File: config.mk
export PLATFORM = sky130hd
export DESIGN_NAME = invchain_delay_cal_ctrl
export DESIGN_NICKNAME = d
export VERILOG_FILES = /design/src/rtl/invchain_delay_cal_ctrl.sv
export SDC_FILE = /design/constraint.sdc
export NUM_CORES = 1
export LEC_CHECK = 0
export CAP_MARGIN = 20
export CORE_MARGIN = 2
export CORE_UTILIZATION = 48
export CTS_CLUSTER_SIZE = 20
export DETAILED_ROUTE_END_ITERATION = 12
export GPL_TIMING_DRIVEN = 0
export HOLD_SLACK_MARGIN = 0.06
export PLACE_DENSITY = 0.74
export SLEW_MARGIN = 40
export SYNTH_ARGS = -nofsm -noshare
export SYNTH_HDL_FRONTEND = slang
export SYNTH_SLANG_ARGS = --single-unit
export TNS_END_PERCENT = 100
File: constraint.sdc
create_clock -name clk_i -period 1.9 [get_ports clk_i]
set_clock_uncertainty 0.05 [all_clocks]
set_input_delay 0.475 -clock clk_i [delete_from_list [all_inputs] [get_ports clk_i]]
set_output_delay 0.475 -clock clk_i [all_outputs]
set_load 0.01 [all_outputs]
File: src/rtl/invchain_delay_cal_ctrl.sv
`default_nettype none
// ============================================================================
//  Module   : invchain_delay_cal_ctrl
//  Purpose  : Calibration and tracking controller for an inverter-chain delay
//             line. Sweeps the tap select upward, votes on a synchronized
//             phase-detector flag after each step and locks on the first tap
//             that is no longer early. Optionally tracks drift after lock.
//  Revision : 1.0 - initial release
// ============================================================================
module invchain_delay_cal_ctrl #(
    parameter int TAP_W       = 5,
    parameter int SYNC_STAGES = 2,
    parameter int SETTLE_CYC  = 4,
    parameter int VOTE_N      = 3
) (
    input  logic             clk_i,
    input  logic             rst_i,
    input  logic             start_i,
    input  logic             track_en_i,
    input  logic             pd_early_i,
    output logic             dl_en_o,
    output logic [TAP_W-1:0] tap_sel_o,
    output logic             busy_o,
    output logic             done_o,
    output logic             locked_o,
    output logic             err_o
);

    // The synchronizer latency must be covered by the settle wait.
    localparam int SETTLE_EFF = (SETTLE_CYC > SYNC_STAGES) ? SETTLE_CYC : SYNC_STAGES;
    localparam int CNT_MAX    = (SETTLE_EFF > VOTE_N) ? SETTLE_EFF : VOTE_N;
    localparam int CNT_W      = $clog2(CNT_MAX + 1);
    localparam int ONES_W     = $clog2(VOTE_N + 1);

    localparam logic [TAP_W-1:0]  TAP_MAX     = '1;
    localparam logic [CNT_W-1:0]  SETTLE_LAST = CNT_W'(SETTLE_EFF - 1);
    localparam logic [CNT_W-1:0]  VOTE_LAST   = CNT_W'(VOTE_N - 1);
    localparam logic [ONES_W-1:0] VOTE_ALL    = ONES_W'(VOTE_N);
    localparam logic [ONES_W-1:0] VOTE_HALF   = ONES_W'(VOTE_N / 2);

    typedef enum logic [2:0] {
        S_IDLE   = 3'd0,
        S_SETTLE = 3'd1,
        S_SAMPLE = 3'd2,
        S_STEP   = 3'd3,
        S_LOCK   = 3'd4,
        S_TRACK  = 3'd5,
        S_FAIL   = 3'd6
    } state_t;

    state_t                 state_q,  state_d;
    logic [CNT_W-1:0]       cnt_q,    cnt_d;
    logic [ONES_W-1:0]      ones_q,   ones_d;
    logic                   trk_q,    trk_d;      // current window uses tracking rules
    logic [TAP_W-1:0]       tap_q,    tap_d;
    logic                   dl_en_q,  dl_en_d;
    logic                   busy_q,   busy_d;
    logic                   done_q,   done_d;
    logic                   locked_q, locked_d;
    logic                   err_q,    err_d;
    logic [SYNC_STAGES-1:0] sync_q;

    logic                   pd_s;
    logic [ONES_W-1:0]      ones_now;

    assign pd_s     = sync_q[SYNC_STAGES-1];
    assign ones_now = ones_q + ONES_W'(pd_s);

    // Next-state logic: sweep, vote, lock/fail and post-lock tracking.
    always_comb begin
        state_d  = state_q;
        cnt_d    = cnt_q;
        ones_d   = ones_q;
        trk_d    = trk_q;
        tap_d    = tap_q;
        dl_en_d  = dl_en_q;
        busy_d   = busy_q;
        done_d   = 1'b0;
        locked_d = locked_q;
        err_d    = err_q;

        // START is honoured whenever no sweep is running (IDLE, LOCK, TRACK, FAIL).
        if (start_i && !busy_q) begin
            state_d  = S_SETTLE;
            cnt_d    = '0;
            ones_d   = '0;
            trk_d    = 1'b0;
            tap_d    = '0;
            dl_en_d  = 1'b1;
            busy_d   = 1'b1;
            locked_d = 1'b0;
            err_d    = 1'b0;
        end else begin
            case (state_q)
                S_SETTLE: begin
                    if (cnt_q == SETTLE_LAST) begin
                        state_d = S_SAMPLE;
                        cnt_d   = '0;
                        ones_d  = '0;
                    end else begin
                        cnt_d = cnt_q + 1'b1;
                    end
                end
                S_SAMPLE: begin
                    if (cnt_q == VOTE_LAST) begin
                        cnt_d  = '0;
                        ones_d = '0;
                        if (trk_q) begin
                            // Tracking moves only on a unanimous vote, saturating.
                            state_d = S_TRACK;
                            if ((ones_now == VOTE_ALL) && (tap_q != TAP_MAX)) begin
                                tap_d = tap_q + 1'b1;
                            end else if ((ones_now == '0) && (tap_q != '0)) begin
                                tap_d = tap_q - 1'b1;
                            end
                        end else if (ones_now > VOTE_HALF) begin
                            if (tap_q == TAP_MAX) begin
                                state_d = S_FAIL;
                                done_d  = 1'b1;
                                err_d   = 1'b1;
                                busy_d  = 1'b0;
                            end else begin
                                state_d = S_STEP;
                            end
                        end else begin
                            state_d  = S_LOCK;
                            done_d   = 1'b1;
                            locked_d = 1'b1;
                            busy_d   = 1'b0;
                        end
                    end else begin
                        cnt_d  = cnt_q + 1'b1;
                        ones_d = ones_now;
                    end
                end
                S_STEP: begin
                    tap_d   = tap_q + 1'b1;
                    state_d = S_SETTLE;
                    cnt_d   = '0;
                end
                S_LOCK: begin
                    if (track_en_i) begin
                        state_d = S_TRACK;
                    end
                end
                S_TRACK: begin
                    // Window boundary: either start another window or fall back to LOCK.
                    if (track_en_i) begin
                        state_d = S_SETTLE;
                        trk_d   = 1'b1;
                        cnt_d   = '0;
                    end else begin
                        state_d = S_LOCK;
                        trk_d   = 1'b0;
                    end
                end
                S_IDLE, S_FAIL: begin
                    state_d = state_q;
                end
                default: begin
                    state_d = S_IDLE;
                end
            endcase
        end
    end

    // State, counters, registered outputs and the PD_EARLY synchronizer.
    always_ff @(posedge clk_i) begin
        if (rst_i) begin
            state_q  <= S_IDLE;
            cnt_q    <= '0;
            ones_q   <= '0;
            trk_q    <= 1'b0;
            tap_q    <= '0;
            dl_en_q  <= 1'b0;
            busy_q   <= 1'b0;
            done_q   <= 1'b0;
            locked_q <= 1'b0;
            err_q    <= 1'b0;
            sync_q   <= '0;
        end else begin
            state_q  <= state_d;
            cnt_q    <= cnt_d;
            ones_q   <= ones_d;
            trk_q    <= trk_d;
            tap_q    <= tap_d;
            dl_en_q  <= dl_en_d;
            busy_q   <= busy_d;
            done_q   <= done_d;
            locked_q <= locked_d;
            err_q    <= err_d;
            sync_q   <= {sync_q[SYNC_STAGES-2:0], pd_early_i};
        end
    end

    assign dl_en_o   = dl_en_q;
    assign tap_sel_o = tap_q;
    assign busy_o    = busy_q;
    assign done_o    = done_q;
    assign locked_o  = locked_q;
    assign err_o     = err_q;

endmodule
`default_nettype wire
# After elaboration in Yosys (flattened, before gate mapping)
# Index checks and enable logic that the tools add are counted.
[word_totals]
out_inout_bits = 10
register_bits = 21
wordCells = 98
[op_classes]
addsub = 4
n_bitwise = 5
magnitude_cmp = 1
n_eq_ne = 23
muxes = 30
reduce_logical = 23
[ops]
columns = ["op", "count"]
rows = [
  ["3-bit 2-to-1 mux", 10],
  ["5-bit 2-to-1 mux", 4],
  ["4-bit AND reduction", 5],
  ["3-bit case mux with 6 select lines", 1],
  ["3-bit by 2-bit == test with 1-bit output (second input constant)", 4],
  ["2-bit inequality test (second input constant)", 6],
  ["3-bit inequality test (second input constant)", 4],
  ["3-bit case mux with 4 select lines", 1],
  ["1-bit 2-to-1 mux", 10],
  ["5-bit case mux with 2 select lines", 1],
  ["3-bit == test (second input constant)", 3],
  ["2-bit nonzero test", 4],
  ["5-bit by 1-bit adder with 5-bit output (second input constant)", 1],
  ["5-bit == test (second input constant)", 1],
  ["5-bit inequality test (second input constant)", 1],
  ["1-bit inverter", 5],
  ["5-bit AND reduction", 1],
  ["5-bit nonzero test", 1],
  ["5-bit OR reduction", 1],
  ["5-bit by 1-bit subtractor with 5-bit output (second input constant)", 1],
  ["2-bit 2-to-1 mux", 2],
  ["2-bit case mux with 2 select lines", 1],
  ["2-bit AND reduction", 2],
  ["4-bit nonzero test", 1],
  ["other kinds (12)", 15],
]

# Logic depth before layout (Yosys ltp)
# Gate-level depths: netlist of run 1.
[depth]
word_depth = 8
depth_mapped = 8
depth_no_buf = 8

# Worst setup path before layout of run 1
# No wires, ideal clock.
[synth_path]
path_kind = "register to register"
from = "reg tap_q[0] (netlist: tap_sel_o[0])"
to = "reg tap_q[3] (netlist: tap_sel_o[3])"
period_less_slack_ps = 2063
setup_ps = 72
arrival_time_ps = 1942
required_time_ps = 1778
path_buffers = 0
stages_incl_launch_ff = 9
path_slack_ps = -163
cell_sequence = "dfxtp_1 ha_1 and3_1 ha_1 nand2b_1 o21ai_2 or4_1 a22oi_1 mux2i_1"
[synth_via]
elab_chain_len = 6
word_cells_on_any_way = 13
classes_between = "add/sub (2); eq/ne (2); mux (5); reduce/logical (4)"
[synth_lines]
columns = ["item", "line", "text"]
rows = [
  ["start: declaration", "55", "logic [TAP_W-1:0] tap_q, tap_d;"],
  ["start signal: assignment", "186", "tap_q <= tap_d;"],
  ["5-bit by 1-bit subtractor with 5-bit output or 5-bit inequality test (tied branches)", "114, 111", ""],
  ["5-bit 2-to-1 mux or 1-bit logical AND (tied branches)", "113, 111", ""],
  ["5-bit 2-to-1 mux", "111", "if ((ones_now == VOTE_ALL) && (tap_q != TAP_MAX)) begin"],
  ["5-bit 2-to-1 mux", "108", "if (trk_q) begin"],
  ["5-bit 2-to-1 mux", "105", "if (cnt_q == VOTE_LAST) begin"],
  ["5-bit case mux with 2 select lines", "94", "case (state_q)"],
]
# Several ways; a longest one is shown, not always the timed one. The select of a mux whose other input is x is not followed.
# A chain may end at the register's enable or synchronous reset.

# Final worst setup path of run 1
[layout_path]
from = "reg tap_q[0] (netlist: tap_sel_o[0])"
to = "reg tap_q[2] (netlist: tap_sel_o[2])"
# The elaborated chain is that of the path after synthesis.

==> flow_summary.ini, run 1 <==
[finish]
drive_above_1_share_pct = 18.7
fin_area_um2 = 1570
n_fill_cell = 202
mostFrequentLayoutCells = nor2_1 (17), dfxtp_1 (17), a21oi_1 (16), clkdlybuf4s50_1 (12), nand2_1 (10)
area.growth.synth_to_final_pct = 31.7
diodes = 0
utilization_pct = 65.2
ff_latch_area_um2 = 430
nNetsFinal = 185
multi_input_area_um2 = 820

[synth]
synth_nets = 159
ys.flop_type = dfxtp_1
yosys.area.top_type_share_pct = 35.2
synth.avg_cell_area_um2 = 8.18
syn-instance-count = 146
synth_edf_count = 0
ys_async_sr_fraction_pct = 0
syn_area_um2 = 1190
synth_warnings = 0
synthTopCellsByArea = dfxtp_1 (35%), ha_1 (8.4%), a21oi_1 (6.7%)
synth.largest_area_cell = dfxtp_1
yosysSeqAreaShare_pct = 35.2
synth_seq_cells = 21
ys_types = 38

[grt]
overflow = 0
grt_pass1_vias = 1061
grt_max_degree = 14
antenna_found_initial = 0
grt_pass1_wl_um = 4910
grtUsageTotal_pct = 23.9

[critical_path]
r2r_slack_ns = -0.05
slowest_stage = a2111o_1
critPathCaptureType = register
crit_path_frequent_cell = ha_4
crit_fanout = 6
worst_ep_required_time_ns = 2.12
r2r-start = tap_sel_o[0]
startpoint = tap_sel_o[0]
worstReg2RegEnd = tap_sel_o[2]
worstSetupPathType = register to register
worstPathArrival_ns = 2.16
crit_path_max_incr_delay_ns = 0.40
worstPathCellList = ha_4 -> and3_4 -> ha_4 -> nand2b_4 -> buf_6 -> nor2_4 -> o21bai_4 -> a2111o_1 -> o21ai_2
rr_worst_depth = 9
worstSetupStartpointType = register
crit_end = tap_sel_o[2]

[clock_tree]
clk_pin_slew_ns = 0.13
worstSkewPairLatency_ns = 0.32
clockBufferDepth = 2
cts_sinks = 21
cts_tree = done
clockRootBuffer = clkbuf_4
h-tree-depth = 1
numCtsBuffers = 3

[route]
ant_nets = 0
drt-pass1-iter-count = 4
drt_iter0_markers = 23
dr_total_vias = 1146
vias_per_cell = 5.70
drc = 0
wl_per_cell_um = 14.4
wirelength_um = 2900

[floorplan]
fp.dieH_um = 53.9
core_um2 = 2410
start_util_pct = 49.5
ios = 15
die_w_um = 53.9
dieArea_um2 = 2900
rows = 18

[hold_path]
hp-class = register to register
holdCritStartpoint = sync_q[0]

[sta]
finalCritPeriodShare_pct = 102
grt_setup_unrepaired = yes
setup_ws_ns = -0.0459
max_slew.worst_pin.slew_ns = 0.490
setup_viol_count_final = 3
slew_viol_final = 0
period_needed_ns = 1.95
slew_headroom_pct = 67.3
setup_tns_ns = -0.0589
fmax_mhz = 514
finalHoldViolCount = 0

[placement]
place_area_um2 = 1390
port_buffers = 14
gp_congestion = 0.838
dpl.hpwl_um = 2010

[outcome]
outcome = finished with violations
violations = negative setup slack

[pwr]
leakage_nw = 0.583
vdd_ir_drop_max_uv = 546
p_per_area_nw_per_um2 = 490
total_power_mw = 0.771

[run]
maxCapViolations = 0
## kinds of logic (layout without fill, tap and decap cells)
logic type | Yosys count | count (layout) | share of synthesized area, %
multiplexers | 2 | 2 | 1.68
AO/OA/AOI/OAI | 44 | 44 | 24.5
buffers and inverters | 13 | 38 | 4.40
adder cells (fa/ha/maj) | 8 | 8 | 8.39
AND/OR/NAND/NOR | 55 | 55 | 23.0
flip-flops | 21 | 21 | 35.2
XOR/XNOR | 3 | 3 | 2.83
## flip-flops by register name, summed over array words and instances, names as in the netlist
name,count
sync_q,2
locked_o,1
dl_en_o,1
trk_q,1
err_o,1
done_o,1
busy_o,1
cnt_q,3
state_q,3
tap_sel_o,5
ones_q,2
## cell usage after synthesis, drive strengths merged (3+ instances only)
master / number
ha: 8
nor2b: 7
o21ai: 6
and3: 3
nor2: 18
dfxtp: 21
clkbuf: 3
a31oi: 4
a21oi: 16
nand2b: 5
nand3: 4
inv: 9
nand2: 10
## timing repair
action / 4_1_cts / 5_1_grt
pin swaps: 5 / 7
gates resized for setup: 14 / 6
setup buffers: 6 / 1
hold buffers: 0 / 0
setup endpoints to repair: 4 / 7
## cell type report
| type | instances | area share [%] |
|---|---|---|
| clock inverters | 1 | 0.478 |
| well taps | 30 | 2.39 |
| flip-flops and latches | 21 | 27.4 |
| multi-input cells | 112 | 52.1 |
| repair buffers | 21 | 12.8 |
| inverters | 9 | 2.15 |
| clock buffers | 3 | 1.43 |
| plain buffers | 4 | 1.19 |
## stage by stage
stage,hold slack (ns),worst slack [ns],cells
finish,0.402,-0.0459,201
global route,0.412,-0.103,201
CTS,0.404,-0.117,200
detailed placement,0.373,-0.228,190
global placement,0.382,-0.165,190
floorplan,0.364,-0.00573,146
## per-layer routing
layer | vias to the layer above | wire length [um] | GRT usage, %
li1 | 573 | - | -
met1 | 538 | 1340 | 30.7
met2 | 29 | 1390 | 38.2
met3 | 6 | 108 | 6.11
met4 | 0 | 56 | 8.97
met5 | - | 0 | 0
## power breakdown
| group | switching (mW) | total (mW) | internal [mW] |
|---|---|---|---|
| logic | 0.0450 | 0.0791 | 0.0341 |
| clock network | 0.155 | 0.236 | 0.0806 |
| registers | 0.00816 | 0.456 | 0.448 |
| total | 0.208 | 0.771 | 0.562 |
## worst max-delay path, delay by kind of cell, from the launching register on
kind            cells  cell delay, ns
compound gates      3            0.56
fa+ha+maj           2            0.30
buf+inv             1            0.12
flops               1            0.38
simple gates        3            0.47
## worst min path at each step
stage / endpoint / slack (ns) / cells after the start
2_1_floorplan: sync_q[1] / 0.36 / 1
3_3_place_gp: sync_q[1] / 0.38 / 1
3_5_place_dp: sync_q[1] / 0.37 / 1
4_1_cts: sync_q[1] / 0.40 / 1
5_1_grt: sync_q[1] / 0.41 / 1
6_report: sync_q[1] / 0.40 / 1
(Power assumes the default switching activity.)
==> run 2, diff against run 1 <==
--- a/config.mk
+++ b/config.mk
@@ -13,6 +13,7 @@
 export GPL_TIMING_DRIVEN = 0
 export HOLD_SLACK_MARGIN = 0.06
 export PLACE_DENSITY = 0.74
+export SETUP_SLACK_MARGIN = 0.4
 export SLEW_MARGIN = 40
 export SYNTH_ARGS = -nofsm -noshare
 export SYNTH_HDL_FRONTEND = slang
==> constraint.sdc (replaced) <==
create_clock -name clk_i -period 1.9 [get_ports clk_i]
set_clock_uncertainty 0.05 [all_clocks]
set_input_delay 0.57 -clock clk_i [delete_from_list [all_inputs] [get_ports clk_i]]
set_output_delay 0.57 -clock clk_i [all_outputs]
set_load 0.01 [all_outputs]
==> flow_summary.ini, run 2 (synthesis results as in run 1) <==
[sta]
slew_viol_final = 0
setup_tns_ns = -0.167
setup_ws_ns = -0.0726
grt_setup_unrepaired = yes
max_slew.worst_pin.slew_ns = 0.409
setup_viol_count_final = 4
period_needed_ns = 1.97
finalHoldViolCount = 0
slew_headroom_pct = 72.7
hold_ws_ns = 0.425
fmax_mhz = 507
finalCritPeriodShare_pct = 104

[route]
drc = 0
wl_met3_um = 123
dr_total_vias = 1224
ant_nets = 0
wl_per_cell_um = 15.9
wirelength_um = 3370
drt-pass1-iter-count = 4
met1Wirelength_um = 1460
vias_per_cell = 5.77
top_layer_used = met4
routed-wl-met2_um = 1680
drt_iter0_markers = 30

[critical_path]
worstSetupStartpointType = register
worstPathCellList = ha_4 -> and3_4 -> ha_4 -> nand2b_4 -> o21ai_4 -> or4_4 -> a22oi_2 -> mux2i_1
crit_path_max_incr_delay_ns = 0.42
slowest_stage = or4_4
startpoint = tap_sel_o[0]
r2r-start = tap_sel_o[0]
critPathCaptureType = register
crit_path_frequent_cell = ha_4
crit_fanout = 4
critPathTopFamily = simple AND/OR/NAND/NOR gates
worstSetupPathType = register to register
r2r_slack_ns = -0.07
worstReg2RegEnd = tap_sel_o[3]
worstPathArrival_ns = 2.18
worst_ep_required_time_ns = 2.10
rr_worst_depth = 8
critPathBufInv = 0

[hold_path]
min_path_cells = 2
hp-class = register to register
holdPathEnd = locked_o
holdCritStartpoint = locked_o

[outcome]
violations = negative setup slack
outcome = finished with violations

[pwr]
clockPowerShare_pct = 29.4
p_per_area_nw_per_um2 = 428
power.share.switching_pct = 27.1
switching_power_mw = 0.211
vdd_ir_drop_max_uv = 349
seqPwrFrac_pct = 58.5
pwr-share-comb_pct = 12.1
p_int_mw = 0.568
leakage_nw = 0.685

[clock_tree]
clockBufferDepth = 2
clk_pin_slew_ns = 0.12
cts_tree = done
clockRootBuffer = clkbuf_4
numCtsBuffers = 3
cts_hold_buf = 0
cts_sinks = 21
worstSkewPairLatency_ns = 0.32
h-tree-depth = 1

[placement]
gp_congestion = 0.823
dpl.hpwl_um = 2040
place_ws_ns = -0.267
dp_cells = 190
port_buffers = 14

[run]
maxCapViolations = 0

[finish]
nNetsFinal = 196
final_cells = 212
mostFrequentLayoutCells = nor2_1 (16), buf_4 (13), a21oi_1 (13), dfxtp_1 (9), buf_6 (9)
ff_latch_area_um2 = 445
drive_above_1_share_pct = 48.9
multi_input_area_um2 = 965
largest_reg_flops = 5
area.growth.synth_to_final_pct = 52.7
final_common_cell = nor2_1
utilization_pct = 75.6
n_fill_cell = 174
diodes = 0

[grt]
grtUsageTotal_pct = 25.9
grt_pass1_wl_um = 5240
antenna_found_initial = 0
overflow = 0
grt_pass1_vias = 1149
grt_max_degree = 12

[floorplan]
rows = 18
fp.dieH_um = 53.9
start_util_pct = 49.5
core_um2 = 2410
die_w_um = 53.9
dieArea_um2 = 2900
ios = 15
==> run 2: cell types whose count changed in the layout (fill, tap and decap cells not counted), moves of 4 or more <==
cell             before  now
clkdlybuf4s50_1      12    3
dfxtp_1              17    9
buf_4                 6   13
buf_6                 2    9
dfxtp_2               2    8
buf_2                 0    5
ha_1                  5    1
nand2_1              10    6
==> run 2: worst max-delay path by stage <==
stage,depth (start not counted),to,slack [ns]
floorplan,8,tap_sel_o[3],0.02
global placement,4,done_o,-0.26
detailed placement,4,cnt_q[0],-0.27
CTS,8,tap_sel_o[3],-0.11
global route,8,tap_sel_o[3],-0.16
finish,8,tap_sel_o[3],-0.07
==> run 2: power by group through the flow <==
| stage | combinational [mW] | clock [mW] | sequential [mW] |
|---|---|---|---|
| after CTS | 0.0848 | 0.228 | 0.455 |
| after global placement | 0.0742 | 0 | 0.466 |
| after detailed placement | 0.0754 | 0 | 0.466 |
| final | 0.0942 | 0.229 | 0.457 |
| after global routing | 0.103 | 0.255 | 0.458 |
| after floorplan | 0.0453 | 0 | 0.466 |
==> run 2: through the flow <==
step	instance area (um2)	power [mW]
2_1_floorplan	1300	0.512
3_3_place_gp	1480	0.540
3_5_place_dp	1480	0.542
4_1_cts	1720	0.768
5_1_grt	1820	0.816
6_report	1820	0.780
==> run 2: timing repair <==
action | 4_1_cts | 5_1_grt
cloned | 0 | 0
endpoints found under the setup margin | 28 | 20
setup buffers | 13 | 5
gates resized for setup | 73 | 28
pin swaps | 16 | 20
==> run 2: final cells by class <==
class                      count  share of cell area, %
buffer                         4                   1.51
clock buffer                   4                   1.44
inverter                       9                   2.06
multi-input combinational    112                   52.9
sequential                    21                   24.4
tap                           30                   2.06
timing repair buffer          32                   15.6
==> run 2: worst min-delay path: cells and delay by family (launching register included) <==
family             cells  cell delay [ns]
AOI/OAI and AO/OA      1             0.04
DFF                    1             0.35
and+or+nand+nor        1             0.07
==> run 2: routing by layer <==
| metal | vias up | GRT usage [%] |
|---|---|---|
| li1 | 591 | - |
| met1 | 587 | 31.3 |
| met2 | 35 | 44.1 |
| met3 | 11 | 3.61 |
| met4 | 0 | 13.7 |
| met5 | - | 0 |
